`config.mk`:
```
export PLATFORM = sky130hd
export DESIGN_NAME = air_hockey_puck_flat
export DESIGN_NICKNAME = d
export VERILOG_FILES = /design/src/rtl/air_hockey_pkg.sv /design/src/rtl/air_hockey_puck_if.sv /design/src/rtl/puck_paddle_hit.sv /design/src/rtl/air_hockey_puck.sv /design/src/flat_wrapper.sv
export SDC_FILE = /design/constraint.sdc
export NUM_CORES = 1
export LEC_CHECK = 0
export CORE_UTILIZATION = 41
export CTS_BUF_LIST = sky130_fd_sc_hd__clkbuf_16
export DETAILED_ROUTE_END_ITERATION = 8
export GPL_ROUTABILITY_DRIVEN = 0
export PLACE_DENSITY_LB_ADDON = 0.08
export RECOVER_POWER = 50
export SLEW_MARGIN = 20
export SYNTH_ARGS = -nofsm -noshare
export SYNTH_HDL_FRONTEND = slang
export SYNTH_SLANG_ARGS = --single-unit
```
`constraint.sdc`:
```
create_clock -name clkPuck -period 10.9 [get_ports clkPuck]
set_clock_uncertainty 0.2 [all_clocks]
set_input_delay 2.18 -clock clkPuck [delete_from_list [all_inputs] [get_ports clkPuck]]
set_output_delay 2.18 -clock clkPuck [all_outputs]
set_load 0.01 [all_outputs]
```
`src/rtl/air_hockey_pkg.sv`:
```
// air_hockey_pkg: shared geometry, colours, signed limits and FSM states for the air hockey blocks
package air_hockey_pkg;
  localparam int WIDTH       = 96;
  localparam int HEIGHT      = 64;
  localparam int BORDER      = 3;
  localparam int PADDLE_H    = 14;
  localparam int PUCK_R      = 1;
  localparam int SERVE_TICKS = 32;
  localparam int GOAL_TICKS  = 48;
  localparam int WIN_SCORE   = 7;
  localparam logic [15:0] RED   = 16'hF800;
  localparam logic [15:0] BLUE  = 16'h001F;
  localparam logic [15:0] WHITE = 16'hFFFF;
  typedef logic signed [7:0] s8_t;
  typedef enum logic [1:0] {SERVE, PLAY, GOAL, GAMEOVER} state_t;
  localparam s8_t R_S       = s8_t'(PUCK_R);
  localparam s8_t Y_MIN     = s8_t'(PUCK_R);
  localparam s8_t Y_MAX     = s8_t'(HEIGHT - 1 - PUCK_R);
  localparam s8_t X_GOAL    = s8_t'(WIDTH - 1 - PUCK_R);
  localparam s8_t USER_LIM  = s8_t'(BORDER + 1 + PUCK_R);
  localparam s8_t AUDIO_LIM = s8_t'(WIDTH - BORDER - 2 - PUCK_R);
  localparam s8_t USER_REB  = s8_t'(BORDER + 2 + PUCK_R);
  localparam s8_t AUDIO_REB = s8_t'(WIDTH - BORDER - 3 - PUCK_R);
  localparam s8_t REACH     = s8_t'(PADDLE_H / 2 + PUCK_R);
  localparam s8_t QTR       = s8_t'((PADDLE_H / 2 + PUCK_R) / 2);
  localparam s8_t CX        = s8_t'(WIDTH / 2);
  localparam s8_t CY        = s8_t'(HEIGHT / 2);
endpackage

```
`src/rtl/air_hockey_puck_if.sv`:
```
// air_hockey_puck_if: paddle/pixel inputs and puck/score outputs of the puck engine
interface air_hockey_puck_if;
  logic        start;
  logic [6:0]  userPaddleY;
  logic [6:0]  audioPaddleY;
  logic [6:0]  x;
  logic [6:0]  y;
  logic [6:0]  puckX;
  logic [6:0]  puckY;
  logic        puckAppear;
  logic [15:0] puck_col;
  logic [3:0]  userScore;
  logic [3:0]  audioScore;
  logic        gameOver;
  logic        userWins;
  modport master (output start, userPaddleY, audioPaddleY, x, y,
                  input puckX, puckY, puckAppear, puck_col, userScore, audioScore, gameOver, userWins);
  modport slave  (input start, userPaddleY, audioPaddleY, x, y,
                  output puckX, puckY, puckAppear, puck_col, userScore, audioScore, gameOver, userWins);
endinterface

```
`src/rtl/puck_paddle_hit.sv`:
```
// puck_paddle_hit: geometric paddle contact test and rebound vy chosen by hit quarter
module puck_paddle_hit
  import air_hockey_pkg::*;
(
  input  s8_t        nx,
  input  s8_t        ny,
  input  logic [6:0] paddle_y,
  input  logic       side,
  output logic       hit,
  output s8_t        vy_new
);
  s8_t d;
  always_comb begin
    d      = ny - s8_t'({1'b0, paddle_y});
    hit    = (side ? nx >= AUDIO_LIM : nx <= USER_LIM) && d < REACH && d > -REACH;
    vy_new = d <= -QTR ? -8'sd2 : d < 8'sd0 ? -8'sd1 : d < QTR ? 8'sd1 : 8'sd2;
  end
endmodule

```
`src/rtl/air_hockey_puck.sv`:
```
// air_hockey_puck: puck motion, wall/paddle bounces, goals, scoring and serve/goal/game-over sequencing
module air_hockey_puck
  import air_hockey_pkg::*;
(
  input logic clkPuck,
  input logic rst,
  air_hockey_puck_if.slave bus
);
  state_t     state_q, state_d;
  s8_t        px_q, px_d, py_q, py_d, vx_q, vx_d, vy_q, vy_d;
  logic [5:0] cnt_q, cnt_d;
  logic [3:0] us_q, us_d, as_q, as_d;
  logic       game_over_q, game_over_d, user_wins_q, user_wins_d;
  s8_t        nx, ny0, ny, vy_w, u_vy, a_vy, xs, ys;
  logic       wall, u_geo, a_geo, u_hit, a_hit, goal_a, goal_u;

  puck_paddle_hit u_user  (.nx(nx), .ny(ny), .paddle_y(bus.userPaddleY),  .side(1'b0), .hit(u_geo), .vy_new(u_vy));
  puck_paddle_hit u_audio (.nx(nx), .ny(ny), .paddle_y(bus.audioPaddleY), .side(1'b1), .hit(a_geo), .vy_new(a_vy));

  always_comb begin
    nx     = px_q + vx_q;
    ny0    = py_q + vy_q;
    wall   = ny0 <= Y_MIN || ny0 >= Y_MAX;
    ny     = ny0 <= Y_MIN ? Y_MIN : ny0 >= Y_MAX ? Y_MAX : ny0;
    vy_w   = wall ? -vy_q : vy_q;
    u_hit  = u_geo && vx_q < 8'sd0;
    a_hit  = a_geo && vx_q > 8'sd0;
    goal_a = !u_hit && !a_hit && nx <= R_S;
    goal_u = !u_hit && !a_hit && nx >= X_GOAL;
  end

  always_comb begin
    state_d     = state_q;
    px_d        = px_q;
    py_d        = py_q;
    vx_d        = vx_q;
    vy_d        = vy_q;
    cnt_d       = cnt_q;
    us_d        = us_q;
    as_d        = as_q;
    game_over_d = game_over_q;
    user_wins_d = user_wins_q;
    unique case (state_q)
      SERVE: begin
        cnt_d   = cnt_q == 6'(SERVE_TICKS - 1) ? 6'd0 : cnt_q + 6'd1;
        state_d = cnt_q == 6'(SERVE_TICKS - 1) ? PLAY : SERVE;
      end
      PLAY: begin
        px_d    = u_hit ? USER_REB : a_hit ? AUDIO_REB : nx;
        py_d    = ny;
        vx_d    = u_hit ? 8'sd1 : a_hit ? -8'sd1 : vx_q;
        vy_d    = u_hit ? u_vy : a_hit ? a_vy : vy_w;
        as_d    = goal_a && as_q != 4'(WIN_SCORE) ? as_q + 4'd1 : as_q;
        us_d    = goal_u && us_q != 4'(WIN_SCORE) ? us_q + 4'd1 : us_q;
        state_d = goal_a || goal_u ? GOAL : PLAY;
      end
      GOAL: begin
        cnt_d = cnt_q + 6'd1;
        if (cnt_q == 6'(GOAL_TICKS - 1)) begin
          cnt_d = 6'd0;
          if (us_q == 4'(WIN_SCORE) || as_q == 4'(WIN_SCORE)) begin
            state_d     = GAMEOVER;
            game_over_d = 1'b1;
            user_wins_d = us_q == 4'(WIN_SCORE);
          end else begin
            // the frozen puck sits on the conceding side, so serve back toward it
            state_d = SERVE;
            vx_d    = px_q < CX ? -8'sd1 : 8'sd1;
            vy_d    = 8'sd1;
            px_d    = CX;
            py_d    = CY;
          end
        end
      end
      GAMEOVER: begin
        if (bus.start) begin
          state_d     = SERVE;
          px_d        = CX;
          py_d        = CY;
          vx_d        = 8'sd1;
          vy_d        = 8'sd1;
          us_d        = 4'd0;
          as_d        = 4'd0;
          game_over_d = 1'b0;
          user_wins_d = 1'b0;
        end
      end
    endcase
  end

  always_ff @(posedge clkPuck or posedge rst) begin
    if (rst) begin
      state_q     <= SERVE;
      px_q        <= CX;
      py_q        <= CY;
      vx_q        <= 8'sd1;
      vy_q        <= 8'sd1;
      cnt_q       <= 6'd0;
      us_q        <= 4'd0;
      as_q        <= 4'd0;
      game_over_q <= 1'b0;
      user_wins_q <= 1'b0;
    end else begin
      state_q     <= state_d;
      px_q        <= px_d;
      py_q        <= py_d;
      vx_q        <= vx_d;
      vy_q        <= vy_d;
      cnt_q       <= cnt_d;
      us_q        <= us_d;
      as_q        <= as_d;
      game_over_q <= game_over_d;
      user_wins_q <= user_wins_d;
    end
  end

  always_comb begin
    xs             = s8_t'({1'b0, bus.x});
    ys             = s8_t'({1'b0, bus.y});
    bus.puckAppear = xs >= px_q - R_S && xs <= px_q + R_S && ys >= py_q - R_S && ys <= py_q + R_S;
  end

  assign bus.puckX      = px_q[6:0];
  assign bus.puckY      = py_q[6:0];
  assign bus.puck_col   = WHITE;
  assign bus.userScore  = us_q;
  assign bus.audioScore = as_q;
  assign bus.gameOver   = game_over_q;
  assign bus.userWins   = user_wins_q;
endmodule

```
`src/flat_wrapper.sv`:
```
// flat-port wrapper written by rule: the top's interface ports become plain ports
module air_hockey_puck_flat import air_hockey_pkg::*;
  (clkPuck, rst, bus_start, bus_userPaddleY, bus_audioPaddleY, bus_x, bus_y, bus_puckX, bus_puckY, bus_puckAppear, bus_puck_col, bus_userScore, bus_audioScore, bus_gameOver, bus_userWins);
  air_hockey_puck_if bus_i ();
  input logic clkPuck;
  input logic rst;
  input wire logic [$bits(bus_i.start)-1:0] bus_start;
  input wire logic [$bits(bus_i.userPaddleY)-1:0] bus_userPaddleY;
  input wire logic [$bits(bus_i.audioPaddleY)-1:0] bus_audioPaddleY;
  input wire logic [$bits(bus_i.x)-1:0] bus_x;
  input wire logic [$bits(bus_i.y)-1:0] bus_y;
  output wire logic [$bits(bus_i.puckX)-1:0] bus_puckX;
  output wire logic [$bits(bus_i.puckY)-1:0] bus_puckY;
  output wire logic [$bits(bus_i.puckAppear)-1:0] bus_puckAppear;
  output wire logic [$bits(bus_i.puck_col)-1:0] bus_puck_col;
  output wire logic [$bits(bus_i.userScore)-1:0] bus_userScore;
  output wire logic [$bits(bus_i.audioScore)-1:0] bus_audioScore;
  output wire logic [$bits(bus_i.gameOver)-1:0] bus_gameOver;
  output wire logic [$bits(bus_i.userWins)-1:0] bus_userWins;
  assign bus_i.start = bus_start;
  assign bus_i.userPaddleY = bus_userPaddleY;
  assign bus_i.audioPaddleY = bus_audioPaddleY;
  assign bus_i.x = bus_x;
  assign bus_i.y = bus_y;
  assign bus_puckX = bus_i.puckX;
  assign bus_puckY = bus_i.puckY;
  assign bus_puckAppear = bus_i.puckAppear;
  assign bus_puck_col = bus_i.puck_col;
  assign bus_userScore = bus_i.userScore;
  assign bus_audioScore = bus_i.audioScore;
  assign bus_gameOver = bus_i.gameOver;
  assign bus_userWins = bus_i.userWins;
  air_hockey_puck u_core (.clkPuck(clkPuck), .rst(rst), .bus(bus_i));
endmodule
```
==> run summary, run 1 <==
Slew @ Worst Pin: 2.381 ns
# diodes: 0
CTS root buffer: clkbuf_16
combinational share of power: 73.8%
share of power burned in registers: 17.7%
# IOs: 72
vias: 4653
Synth Instances: 634
TNS Setup: 0 ns
Power Internal: 899.2 uW
Worst EP arrival: 4.82 ns
Die Width: 116.0 um
Max transition margin: -58.72%
RSZ-0062 raised after global routing: false
fraction of layout cells with a size suffix above 1: 5.900%
Die ar.: 0.01346 mm2
max_cap viols: 1
Detailed Routing Iterations Pass 1: 4
EDFF count, synth: 0
CP Capture Type: output pin
Pwr per Cell Area: 308.5 mW/mm2
CTS tree: yes
synthesized cell area: 0.005329 mm2
Hold Path End: u_core.cnt_q[2]$_DFFE_PP0P_
Synth async-reset ratio: 100.0%
Startpoint Class: input pin
Worst path slowest cell: clkdlybuf4s50_1
core area: 0.01267 mm2
row count: 41
syn_area_per_cell: 8.405 um2
vias per cell: 5.586
setup violators final: 0
R2R Setup Slk: 4.79 ns
CP Max Fanout: 2
Critical R2R Capture: u_core.state_q[1]$_DFFE_PP0P_
post-CTS setup buffer count: 0
failing checks: max-capacitance violations, max-slew violations
register area: 0.001081 mm2
post_cts resized: 0
most common cell in the netlist: ha_1
highest clock rate: 0.1390 GHz
DP Wirelength: 9935 um
CP Cell Sequence: clkdlybuf4s50_1 > ha_1 > nor2b_1 > o21a_1 > o21a_1 > o21a_1 > o21a_1 > o21a_1 > o22ai_1 > nor4b_1 > clkdlybuf4s50_1
initial antenna violation count: 0
DRT iter0 DRCs: 173
Area contributors post-synth: dfrtp_1 (18%), ha_1 (15%), buf_4 (4.2%), xor2_1 (3.8%), nand2_1 (3.2%)
total CTS buffers: 5
Seq/Total Area, Yosys: 20.29%
R2R depth: 18
WHS: 0.3074 ns
first-pass GRT wire length: 21910 um
# DRC: 0
CP dominant cell by count: o21a_1
peak supply drop: 0.0001382 V
final hold violation count: 0
area leader, netlist: dfrtp_1
Yosys top cell area share: 18.31%
Critical Path RT: 8.52 ns
LEAKAGE: 0.002698 uW
clock buffer depth: 2
CP Class: input pin to output pin
Switching Share: 51.22%
# fillers: 1301
P_sw: 944.2 uW
Post-DRT Antenna Nets: 0
worst r2r src: u_core.py_q[0]$_DFFE_PP0P_
status: complete, but fails checks
CP max stage delay: 0.58 ns
grt total ovfl: 0
top cells by count, synth: ha_1 (66), nand2_1 (45), inv_1 (40)
Hold Path Class: register to register
Tmin final: 7.195 ns
H-tree depth: 2
post-route cell area: 0.005976 mm2
gr usage total: 20.20%
hold path start: u_core.cnt_q[2]$_DFFE_PP0P_
fin crit share: 66.01%
Placed Area: 0.005831 mm2
worst hold path stage count: 1
Warnings, synthesis: 0
Clk pin slew, worst setup/hold paths: 0.07 ns
post-synthesis sequential element count: 43
nets: 761
largest net degree at the start of global routing: 44
Die H: 116.0 um
vias in the first global route: 4614
per-cell routed wire length: 15.37 um
area delta synth->final: 12.14%
worst skew pair latency: 0.29 ns
fin. max-slew vios: 44
Main synth FF type: dfrtp_1
port bufs: 55
clock share of power: 8.5%
WL final: 12800 um
Starting Density: 42.06%
clk sinks: 43
Final Util: 47.16%
multi-input logic area: 0.003826 mm2
hold_buf cts: 0
post-synthesis cell type count: 83
[logic make-up after synthesis]
group                    synth area share (%)
AO/OA/AOI/OAI                           22.26
XOR/XNOR                                7.208
adder cells (fa/ha/maj)                 17.00
buffers and inverters                   9.040
flip-flops                              20.29
multiplexers                            2.113
other                                  0.1409
AND/OR/NAND/NOR                         21.95
[cell usage in the layout, fill, tap and decap left out, types with 5 or more instances in the layout]
cell	instances
o211ai_1	11
nand2b_1	14
nand3_1	25
a22o_1	8
o31ai_1	8
a21oi_1	31
nor2b_1	11
and3_1	17
xnor2_1	19
clkdlybuf4s50_1	49
conb_1	18
or2_2	5
dfrtp_1	39
inv_1	40
a211oi_1	7
o21a_1	14
nand4_1	7
a21o_1	16
nor3_1	24
clkbuf_16	5
o22ai_1	8
o21ai_0	14
xor2_1	23
mux2i_1	9
nor3b_1	6
nor2_1	28
ha_1	66
dlygate4sd3_1	6
nand2_1	45
[registers in the layout (all words and copies together), names as in the netlist]
register and cells:
u_core.cnt_q 6, u_core.bus.audioScore 4, u_core.state_q 2, u_core.vy_q 8
u_core.bus.userWins 1, u_core.px_q 8, u_core.py_q 8, u_core.bus.userScore 4
u_core.vx_q 1, u_core.bus.gameOver 1
[power groups by stage]
stage	combinational, uW	clock [uW]	sequential, uW
after global placement	1320	0	326
after detailed placement	1360	0	329
after global routing	1540	163	340
final	1360	156	326
after CTS	1370	157	327
after floorplan	1080	0	284
[area by class of cell]
class,count,area share [%]
clock buffers,5,2.094
clock inverters,3,0.3978
inverters,40,2.513
multi-input cells,514,64.03
flip-flops and latches,43,18.09
well taps,172,3.601
repair buffers,56,9.276
[how the worst max path moves through the flow]
stage | slack, ns | to | from
CTS | 3.69 | bus_puckAppear | bus_y[1]
global placement | 3.72 | bus_puckAppear | bus_y[1]
finish | 3.70 | bus_puckAppear | bus_y[1]
floorplan | 4.62 | bus_puckAppear | bus_y[1]
detailed placement | 3.70 | bus_puckAppear | bus_y[1]
global route | 3.39 | bus_puckAppear | bus_x[1]
[metrics by stage]
stage,worst slack [ns],power [uW],std cells
finish,3.705,1843,833
global route,3.392,2043,833
CTS,3.690,1849,833
detailed placement,3.699,1685,825
global placement,3.721,1649,825
floorplan,4.625,1368,650
[metal layers]
metal  vias up  track usage, %  part of all wire, %
met5         -               0                    0
met4         0           4.786                  1.4
met3        15           2.824                  4.0
met2       104           35.60                   48
met1      2207           25.99                   47
li1       2327               -                    -
[critical path: cells and delay by family]
| family | cells | cell delay, ns |
|---|---|---|
| buffers and inverters | 2 | 1.02 |
| AOI/OAI and AO/OA | 6 | 0.90 |
| and+or+nand+nor | 2 | 0.38 |
| adders and majority gates | 1 | 0.32 |
Power figures use the tool's default switching activity.
==> inputs of run 2 (changes only) <==
clock period = 6.3 ns   (was 10.9 ns; I/O delays follow)
==> run 2 against run 1 <==
- the flow still finishes with violations (max-capacitance violations, max-slew violations)
- largest cell class unchanged
- die area did not move
- sequential cell count stayed put
- combinational power increased by 74%
==> run summary, run 2 (same netlist as run 1, synthesis figures left out) <==
total CTS buffers: 5 (unchanged)
post-CTS setup buffer count: 0 (unchanged)
clock share of power: 8.2% (-0.3 points)
highest clock rate: 0.1706 GHz
core area: 0.01267 mm2 (unchanged)
Die Width: 116.0 um (unchanged)
status: complete, but fails checks
Final Util: 47.17% (about the same)
port bufs: 55 (unchanged)
total power: 3180 uW (+73%)
vias: 4573 (-1.7%)
TNS Setup: 0 ns (unchanged)
initial antenna violation count: 0 (unchanged)
clk sinks: 43 (unchanged)
nets: 762 (+0.13%)
CTS tree: yes
Max transition margin: -57.33% (+1.4 points)
Startpoint Class: register
# DRC: 0 (unchanged)
Top Registers: u_core.px_q (8), u_core.py_q (8), u_core.vy_q (8)
worst skew pair latency: 0.29 ns (about the same)
CP Class: register to register
setup violators final: 0 (unchanged)
fin crit share: 93.07%
Worst EP arrival: 5.86 ns (+1.04 ns)
# diodes: 0 (unchanged)
CTS root buffer: clkbuf_16
# fillers: 1286 (-1.2%)
combinational share of power: 74.1% (+0.3 points)
placed instance count: 826 (+0.12%)
register area: 0.001081 mm2 (unchanged)
Die ar.: 0.01346 mm2 (unchanged)
Hold Path Class: register to register
vias per cell: 5.483 (-1.8%)
grt total ovfl: 0 (unchanged)
Switching Share: 50.77% (-0.45 points)
CP Max Fanout: 9 (+7)
area delta synth->final: 12.16% (about the same)
post-route cell area: 0.005977 mm2 (about the same)
vias in the first global route: 4375 (-5.2%)
clock buffer depth: 2 (unchanged)
multi-input logic area: 0.003827 mm2 (about the same)
LEAKAGE: 0.002708 uW (+0.39%)
DRT iter0 DRCs: 157 (-9.2%)
Power Internal: 1566 uW (+74%)
gr usage total: 19.56% (-0.64 points)
Starting Density: 42.06% (unchanged)
per-cell routed wire length: 15.11 um (-1.7%)
Placed Area: 0.005838 mm2 (+0.13%)
peak supply drop: 0.0002793 V (+100%)
largest net degree at the start of global routing: 44 (unchanged)
fin cells: 834 (+0.12%)
RSZ-0062 raised after global routing: false
failing checks: max-capacitance violations, max-slew violations
Clk pin slew, worst setup/hold paths: 0.06 ns (about the same)
final hold violation count: 0 (unchanged)
Pwr per Cell Area: 532.1 mW/mm2 (+72%)
Slew @ Worst Pin: 2.360 ns (-0.02094 ns)
# IOs: 72 (unchanged)
CP Capture Type: register
most frequent cells in the layout: ha_1 (66), clkdlybuf4s50_1 (49), nand2_1 (45), inv_1 (41), dfrtp_1 (39)
fin. max-slew vios: 44 (unchanged)
row count: 41 (unchanged)
Post-DRT Antenna Nets: 0 (unchanged)
DP Wirelength: 9895 um (-0.40%)
share of power burned in registers: 17.7% (about the same)
P_sw: 1615 uW (+71%)
Tmin final: 5.863 ns
Critical Path RT: 6.30 ns (-2.22 ns)
Die H: 116.0 um (unchanged)
first-pass GRT wire length: 20990 um (-4.2%)
fraction of layout cells with a size suffix above 1: 6.042% (+0.14 points)
max_cap viols: 1 (unchanged)
WL final: 12600 um (-1.6%)
H-tree depth: 2 (unchanged)
Detailed Routing Iterations Pass 1: 4 (unchanged)
most common cell after layout, fill and taps aside: ha_1
run 2: cell types whose count changed in the layout (fill, tap and decap cells not counted):
cell	delta
clkinvlp_4	-1
buf_4	+1
inv_1	+1
clkinv_2	+1
o21a_1	-1
inv_6	-1
o21a_2	+1
run 2: area by class of cell:
type	instances	area share [%]
inverter	40	2.512
timing repair buffer	57	9.399
clock inverter	3	0.2721
clock buffer	5	2.093
multi-input combinational	514	64.04
tap	172	3.601
sequential	43	18.09
run 2: power groups by stage:
| stage | clock, uW | sequential, uW | combinational [uW] |
|---|---|---|---|
| floorplan | 0 | 492 | 1870 |
| global placement | 0 | 562 | 2320 |
| detailed placement | 0 | 567 | 2350 |
| CTS | 260 | 564 | 2360 |
| global route | 274 | 584 | 2650 |
| finish | 260 | 562 | 2360 |
run 2: critical path, cell delays in order, from the launching register on:
cell and delay (ns):
dfrtp_1 0.49, ha_1 0.42, a21o_1 0.22, a221oi_1 0.35, xor2_1 0.15, o41a_2 0.53
a211oi_1 0.44, ha_1 0.27, inv_1 0.07, fa_1 0.49, a211o_1 0.35, a2111oi_2 0.30
nor3b_1 0.12, and3_1 0.23, and2_4 0.18, o21ai_1 0.44, a31oi_2 0.30, o211ai_1 0.24
run 2: timing repair:
action,in CTS,in global routing
hold endpoints to repair,0,0
endpoints found under the setup margin,0,2
resized for setup,0,1
hold buffers,0,0
run 2: metal layers:
layer	vias up	track usage, %	part of all wire, %
met2	87	34.88	48
met4	0	3.333	0.83
met5	-	0	0
met1	2155	25.76	48
li1	2323	-	-
met3	8	2.040	3.3
run 2: metrics by stage:
| step | setup WS [ns] | hold WS, ns |
|---|---|---|
| 2_1_floorplan | 0.9403 | 0.2596 |
| 3_3_place_gp | 0.5424 | 0.2842 |
| 3_5_place_dp | 0.3379 | 0.2915 |
| 4_1_cts | 0.3245 | 0.3085 |
| 5_1_grt | 0.02000 | 0.3282 |
| 6_report | 0.4368 | 0.3006 |
run 2: path summary, 6_finish.rpt:
| check | depth (start not counted) | slack [ns] | from | endpoint |
|---|---|---|---|---|
| setup / recovery | 17 | 0.44 | u_core.py_q[3]$_DFFE_PP0P_ | u_core.vy_q[3]$_DFFE_PP0P_ |
| max in group asynchronous | 3 | 2.47 | rst | u_core.py_q[4]$_DFFE_PP0P_ |
| hold / removal | 1 | 0.30 | u_core.cnt_q[2]$_DFFE_PP0P_ | u_core.cnt_q[2]$_DFFE_PP0P_ |
| setup reg to reg | 17 | 0.44 | u_core.py_q[3]$_DFFE_PP0P_ | u_core.vy_q[3]$_DFFE_PP0P_ |
| min in group asynchronous | 3 | 2.09 | rst | u_core.cnt_q[3]$_DFFE_PP0P_ |
| hold reg to reg | 1 | 0.30 | u_core.cnt_q[2]$_DFFE_PP0P_ | u_core.cnt_q[2]$_DFFE_PP0P_ |
